**src/rtl/uart_rx_pkg.sv**
```systemverilog
// uart_rx_pkg: shared 8N1 frame constants, bit-timing helper and FSM states.
// Imported by the receiver core and its testbench.
package uart_rx_pkg;

    localparam int DATA_BITS = 8;
    localparam int STOP_BITS = 1;

    function automatic int clks_per_bit(input int clk_hz, input int baud);
        return clk_hz / baud;
    endfunction

    typedef enum logic [1:0] {
        IDLE  = 2'd0,
        START = 2'd1,
        DATA  = 2'd2,
        STOP  = 2'd3
    } state_t;

endpackage

```
**src/rtl/uart_rx_if.sv**
```systemverilog
// uart_rx_if: received-byte bundle from the receiver to its consumer.
// The receiver drives it through master; consumers observe through slave.
interface uart_rx_if;
    logic [7:0] data;
    logic       valid;
    logic       frame_err;
    logic       busy;

    modport master (output data, valid, frame_err, busy);
    modport slave  (input  data, valid, frame_err, busy);
endinterface

```
**src/rtl/uart_rx_sync_2ff.sv**
```systemverilog
// uart_rx_sync_2ff: two-flop synchroniser for asynchronous inputs.
// Resets to RST so an idle-high line does not look like an edge.
module uart_rx_sync_2ff #(
    parameter int             W   = 1,
    parameter logic [W-1:0]   RST = '1
) (
    input  logic         clk,
    input  logic         rstn,
    input  logic [W-1:0] d,
    output logic [W-1:0] q
);

    logic [W-1:0] meta;

    always_ff @(posedge clk or negedge rstn) begin
        if (!rstn) begin
            meta <= RST;
            q    <= RST;
        end else begin
            meta <= d;
            q    <= meta;
        end
    end

endmodule

```
**src/rtl/uart_rx.sv**
```systemverilog
// uart_rx: 8N1 receiver, mid-bit sampling, one-cycle valid/frame_err strobes.
// Start bit is re-checked at half period so short glitches fall back to IDLE.
module uart_rx
    import uart_rx_pkg::*;
#(
    parameter int CLK_HZ = 12_000_000,
    parameter int BAUD   = 115_200
) (
    input  logic     clk,
    input  logic     rstn,
    input  logic     rx,
    uart_rx_if.master bus
);

    localparam int CPB  = clks_per_bit(CLK_HZ, BAUD);
    localparam int HALF = CPB / 2;
    localparam int CW   = $clog2(CPB);

    typedef logic [CW-1:0] cnt_t;

    localparam cnt_t HALF_M1 = cnt_t'(HALF - 1);
    localparam cnt_t LAST    = cnt_t'(CPB - 1);
    localparam logic [2:0] BIT_LAST = 3'(DATA_BITS - 1);

    logic       rx_s;
    logic       rx_s_d;
    logic       fall;
    state_t     state;
    cnt_t       cnt;
    logic [2:0] bitn;
    logic [7:0] shift;
    logic [7:0] data_q;
    logic       valid_q;
    logic       ferr_q;
    logic       busy_q;

    uart_rx_sync_2ff #(
        .W   (1),
        .RST (1'b1)
    ) u_sync (
        .clk  (clk),
        .rstn (rstn),
        .d    (rx),
        .q    (rx_s)
    );

    assign fall = rx_s_d & ~rx_s;

    always_ff @(posedge clk or negedge rstn) begin
        if (!rstn) begin
            rx_s_d  <= 1'b1;
            state   <= IDLE;
            cnt     <= '0;
            bitn    <= '0;
            shift   <= '0;
            data_q  <= '0;
            valid_q <= 1'b0;
            ferr_q  <= 1'b0;
            busy_q  <= 1'b0;
        end else begin
            rx_s_d  <= rx_s;
            valid_q <= 1'b0;
            ferr_q  <= 1'b0;
            unique case (state)
                IDLE: begin
                    if (fall) begin
                        state  <= START;
                        cnt    <= '0;
                        busy_q <= 1'b1;
                    end
                end
                START: begin
                    if (cnt == HALF_M1) begin
                        cnt  <= '0;
                        bitn <= '0;
                        if (rx_s) begin
                            state  <= IDLE;
                            busy_q <= 1'b0;
                        end else begin
                            state <= DATA;
                        end
                    end else begin
                        cnt <= cnt + 1'b1;
                    end
                end
                DATA: begin
                    if (cnt == LAST) begin
                        cnt   <= '0;
                        shift <= {rx_s, shift[7:1]};
                        bitn  <= bitn + 1'b1;
                        if (bitn == BIT_LAST) state <= STOP;
                    end else begin
                        cnt <= cnt + 1'b1;
                    end
                end
                STOP: begin
                    if (cnt == LAST) begin
                        cnt    <= '0;
                        state  <= IDLE;
                        busy_q <= 1'b0;
                        // A low stop bit discards the byte; data keeps the last good one.
                        if (rx_s) begin
                            data_q  <= shift;
                            valid_q <= 1'b1;
                        end else begin
                            ferr_q <= 1'b1;
                        end
                    end else begin
                        cnt <= cnt + 1'b1;
                    end
                end
                default: state <= IDLE;
            endcase
        end
    end

    assign bus.data      = data_q;
    assign bus.valid     = valid_q;
    assign bus.frame_err = ferr_q;
    assign bus.busy      = busy_q;

endmodule

```
**src/flat_wrapper.sv**
```systemverilog
// flat-port wrapper written by rule: the top's interface ports become plain ports
module uart_rx_flat import uart_rx_pkg::*;
#(
    parameter int CLK_HZ = 12_000_000,
    parameter int BAUD   = 115_200
)
  (clk, rstn, rx, bus_data, bus_valid, bus_frame_err, bus_busy);
  uart_rx_if bus_i ();
  input  logic clk;
  input  logic rstn;
  input  logic rx;
  output wire logic [$bits(bus_i.data)-1:0] bus_data;
  output wire logic [$bits(bus_i.valid)-1:0] bus_valid;
  output wire logic [$bits(bus_i.frame_err)-1:0] bus_frame_err;
  output wire logic [$bits(bus_i.busy)-1:0] bus_busy;
  assign bus_data = bus_i.data;
  assign bus_valid = bus_i.valid;
  assign bus_frame_err = bus_i.frame_err;
  assign bus_busy = bus_i.busy;
  uart_rx #(.CLK_HZ(CLK_HZ), .BAUD(BAUD)) u_core (.clk(clk), .rstn(rstn), .rx(rx), .bus(bus_i));
endmodule
```
**config.mk**
```make
export PLATFORM = sky130hd
export DESIGN_NAME = uart_rx_flat
export DESIGN_NICKNAME = d
export VERILOG_FILES = /design/src/rtl/uart_rx_pkg.sv /design/src/rtl/uart_rx_if.sv /design/src/rtl/uart_rx_sync_2ff.sv /design/src/rtl/uart_rx.sv /design/src/flat_wrapper.sv
export SDC_FILE = /design/constraint.sdc
export NUM_CORES = 1
export LEC_CHECK = 0
export CORE_MARGIN = 2
export CORE_UTILIZATION = 55
export DETAILED_ROUTE_END_ITERATION = 8
export MAX_ROUTING_LAYER = met4
export PLACE_DENSITY = 0.78
export SYNTH_ARGS = -nofsm -noshare
export SYNTH_HDL_FRONTEND = slang
export SYNTH_HIERARCHICAL = 1
export SYNTH_SLANG_ARGS = --single-unit
```
**constraint.sdc**
```tcl
create_clock -name clk -period 2.1 [get_ports clk]
set_clock_uncertainty 0.15 [all_clocks]
set_input_delay 0.63 -clock clk [delete_from_list [all_inputs] [get_ports clk]]
set_output_delay 0.63 -clock clk [all_outputs]
set_load 0.005 [all_outputs]
```
# After elaboration in Yosys (flattened, before gate mapping)
# Index checks and enable logic that the tools add are counted.
# classes
n_bitwise,2
n_addsub,2
reduce_logical,9
n_mux,25
n_eq_ne,12
# ops
cell,n
$mux W7,3
$pmux W7 S3,1
$mux W2,6
$mux W1,10
$ne A2 B1 Y1 const B,5
$reduce_and A5 Y1,2
$pmux W2 S4,1
$add A7 B1 Y7 const B,1
$eq A7 B6 Y1 const B,1
$eq A7 B7 Y1 const B,1
$mux W3,2
$pmux W3 S2,1
$reduce_and A3 Y1,2
$eq A2 B2 Y1 const B,2
$add A3 B1 Y3 const B,1
$eq A3 B3 Y1 const B,1
$pmux W1 S3,1
$reduce_bool A3 Y1,1
$eq A2 B1 Y1 const B,1
$logic_not A2 Y1,1
$ne A2 B2 Y1 const B,1
$reduce_and A2 Y1,1
$reduce_bool A2 Y1,1
$reduce_or A2 Y1,1
other kinds (2),2
# totals
register_bits,34
elab_cells,61
output_inout_bits,11
inputBits,3

# Depth between registers and ports, before layout
# depth
word_depth,4
depth_mapped,6
depth_no_buf,5

# Hierarchy
# Netlist, hierarchy kept.
# modules_own_cells
module,cells_each,area_per_inst_um2,seq_area_each_um2,instances
uart_rx,129,1477.7,802.0,1
uart_rx_sync_2ff,2,52.6,52.6,1

# Least setup slack after synthesis
# OpenSTA, ideal clock, no wires.
# synth_path
kind,reg-to-reg
startpoint,register u_core.cnt[0]
endpoint,register u_core.shift[2]
n_path_buf,1
slack_ns,0.384
required_time_ns,1.825
period_less_slack_ns,1.716
stages_incl_launch_ff,6
arrival_ns,1.441
setup_time_ns,0.125
path_cell_list,dfrtp_1 > ha_1 > and2_1 > nand4b_1 > buf_4 > mux2_2
# synth_between
elab_chain_cells,2
# synth_rtl
element,line_no,rtl
from (decl),uart_rx.sv:29,cnt_t cnt;
from (signal assigned),uart_rx.sv:83,cnt <= cnt + 1'b1;
from (signal assigned),uart_rx.sv:93,cnt <= cnt + 1'b1;
from (signal assigned),uart_rx.sv:109,cnt <= cnt + 1'b1;
$eq A7 B7 Y1,uart_rx.sv:87,if (cnt == LAST) begin
$reduce_and A2 Y1 (no source line),--,
to (signal assigned),uart_rx.sv:89,"shift <= {rx_s, shift[7:1]};"
to (decl),uart_rx.sv:31,logic [7:0] shift;
# No other way between the ends.
# A chain may end at the register's enable or synchronous reset.

# Worst setup path after layout
# layout_path
startpoint,"register u_core.busy_q, in the netlist u_core/bus.busy"
endpoint,output port bus_busy
# layout_lines
element,line_no,rtl
from (decl),uart_rx.sv:35,logic busy_q;
from (signal assigned),uart_rx.sv:59,busy_q <= 1'b0;
from (signal assigned),uart_rx.sv:69,busy_q <= 1'b1;
from (signal assigned),uart_rx.sv:78,busy_q <= 1'b0;
to (decl),flat_wrapper.sv:15,output wire logic [$bits(bus_i.busy)-1:0] bus_busy;
# No word-level cell between the ends.

==> results.md <==
* Status: complete, no violations
* First-pass GRT wire length at 4880 um
* Clock root buffer: clkbuf_4
* Die footprint at between 0.003 and 0.004 mm^2
* Delay of the slowest critical-path stage at around 510 ps
* Antenna diodes at 0
* Synth Flop Type: dfrtp_1
* Least-Margin Pin Slew at 541 ps
* CP bufs+invs at 1
* CTS resizes at 0
* FF+latch count, synth at 34
* Maximum clock insertion buffer count at 2
* Crit path max-delay family: buffers and inverters
* Share of cells above drive strength 1 at a little under a quarter
* H-tree depth at 2
* RSZ-0062 raised after global routing: no
* Critical path capture point type: primary output
* Crit Path Max Fanout at 3
* Fin. max-slew vios at 0
* Data arrival, critical path at 1220 ps
* EDFF count, synth at 0
* Worst-path clk slew at 100 ps
* Cell area after synthesis at 0.00153 mm^2
* Total Wirelength at 2720 um
* Most common cell after layout, fill and taps aside: dfrtp_1
* DR vias/cell at 5.82
* Peak VDD IR at 761 uV
* Latest clock arrival within the worst-skew pair at 340 ps
* Port Buffers at 13
* GR Util met1 at 24.1%
* # rows at 19
* DRT iter0 DRCs at 33
* WP data required at 1320 ps
* Tcrit/Tclk final at 95.3%
* CP startpoint kind: register
* Die Y at ~57 um
* Sink Count at 34
* Hold_buf cts at 0
* # DRC at 0
* IO Pins at 14
* Setup_tns at 0 ps
* Initial Util at a little under three fifths
* Pleak at 0.827 nW
* Crit path cell chain: clkdlybuf4s50_1
* Endpoints failing setup at 0
* Largest net degree at the start of global routing at 35
* Gate Count Post-Synth at ~130
* Seq/Total Area, Yosys at 55.8%
* GPL Wtd Cong at 0.800
* Commonest cells after routing, fill and taps aside: dfrtp_1 (31), mux2_2 (15), nand2_1 (14)
* Worst Path Class, Setup: reg -> out
* GRT busiest layer: met2
* Layout net count at 157
* Pwr/cell area at 931 mW/mm^2
* Antenna violations before repair at 0
* Antenna Nets Post-Route at 0
* Setup bufs post-CTS at 0
* Crit-path slowest cell: clkdlybuf4s50_1
* CTS tree: yes
* Pre-antenna DRT Iters at 4
* P&R area growth vs syn at 15.8%
* Grt met3 use at 6.45%
* Syn_nets at 137
* Core ar. at 0.00271 mm^2
* Final Hold Vio Count at 0
* CTS buffer count at 5
* MaxCap Viol Count at 0
* Yosys cell types at 34
* DP HPWL at roughly 1900 um
* Post-route minimum period at 2000 ps
* Async set-reset flop share out of synthesis at 100%
* Max_slew headroom at 63.9%
* Routed vias at 1,065
* Die X at ~57 um
* Max Clk Rate at 499 MHz
* Worst Hold Slack at 211 ps
* Global route overflow at 0
* Wirelength per Cell at 14.9 um
* Vias in the first global route at around 1,100
* GR Util All Layers at 21.0%
* Met2 Use GR at 32.6%
* Mapped Avg Cell Area at 11.7 um^2
* Syn. warnings at 6
* Hold crit path type: reg -> reg
[layout make-up]
cell class	count	area [um^2]
Inverter	3	11.3
Timing Repair Buffer	17	160
Tap cell	31	38.8
Fill cell	225	938
Multi-Input combinational cell	90	643
Clock buffer	6	51.3
Sequential cell	34	855
Clock inverter	2	12.5
[layer usage]
| layer | routed length, um | vias to the layer above |
|---|---|---|
| met2 | 1400 | 17 |
| met4 | 68 | 0 |
| li1 | - | 506 |
| met5 | 0 | - |
| met1 | 1160 | 533 |
| met3 | 87 | 9 |
[final timing paths]
path,start,end,slack [ps],depth (start not counted)
setup / recovery,u_core/bus.busy,bus_busy,100,1
hold / removal,u_core/u_sync/meta,u_core/u_sync/q,210,0
setup reg to reg,u_core/cnt[0],u_core/bus.data[2],210,5
hold reg to reg,u_core/u_sync/meta,u_core/u_sync/q,210,0
max in group asynchronous,rstn,u_core/u_sync/meta,940,2
min in group asynchronous,rstn,u_core/bus.valid,520,2
[where the power goes]
part	switching [W]	leakage, nW	total [W]	internal (W)
clock network	0.000217	0.0343	0.000378	0.000161
registers	0.000135	0.445	0.000873	0.000738
logic	0.000211	0.348	0.000398	0.000187
total	0.000564	0.827	0.00165	0.00109
[sequential cells by signal, summed over array words and instances (netlist names), named ones only]
signal	flops
u_core/bus.data	8
u_core/shift	8
u_core/cnt	7
u_core/bitn	3
u_core/bus.busy	1
u_core/bus.frame_err	1
u_core/bus.valid	1
u_core/rx_s_d	1
u_core/state	1
u_core/u_sync/meta	1
u_core/u_sync/q	1
[cell families (layout without fill, tap and decap cells)]
group           Yosys count  in the layout  synth area share [%]
fa+ha+maj                 3              3                  2.45
buf+inv                   7             28                  2.13
simple gates             46             46                  16.6
flops                    34             34                  55.8
mux                      16             16                  11.7
compound gates           25             25                  11.3
[per-stage QoR]
step	total power, W	std cells	instance area (um^2)	utilization, %	worst slack, ps
finish	0.00165	183	1770	65.4	97.9
global route	0.00177	183	1770	65.4	42.8
CTS	0.00167	183	1770	65.4	85.5
detailed placement	0.00129	175	1710	63.0	207
global placement	0.00125	175	1710	63.0	267
floorplan	0.00116	131	1530	-	384
[cell usage after synthesis, types with 2 or more instances]
cell	number	area share [%]
nor3_1	3	0.98
nand3_1	6	2.0
nand3b_1	2	0.98
a21boi_0	3	1.5
o22ai_1	6	2.5
dfrtp_1	31	51
nor2b_1	2	0.82
nand2_1	14	3.4
o21ai_0	3	0.98
a21oi_1	4	1.3
nor2_1	10	2.5
inv_1	3	0.74
dfstp_2	3	5.2
and2_1	2	0.82
and4bb_2	2	1.6
mux2_2	15	11
ha_1	3	2.5
o21a_1	3	1.5
Power figures use the tool's default switching activity.
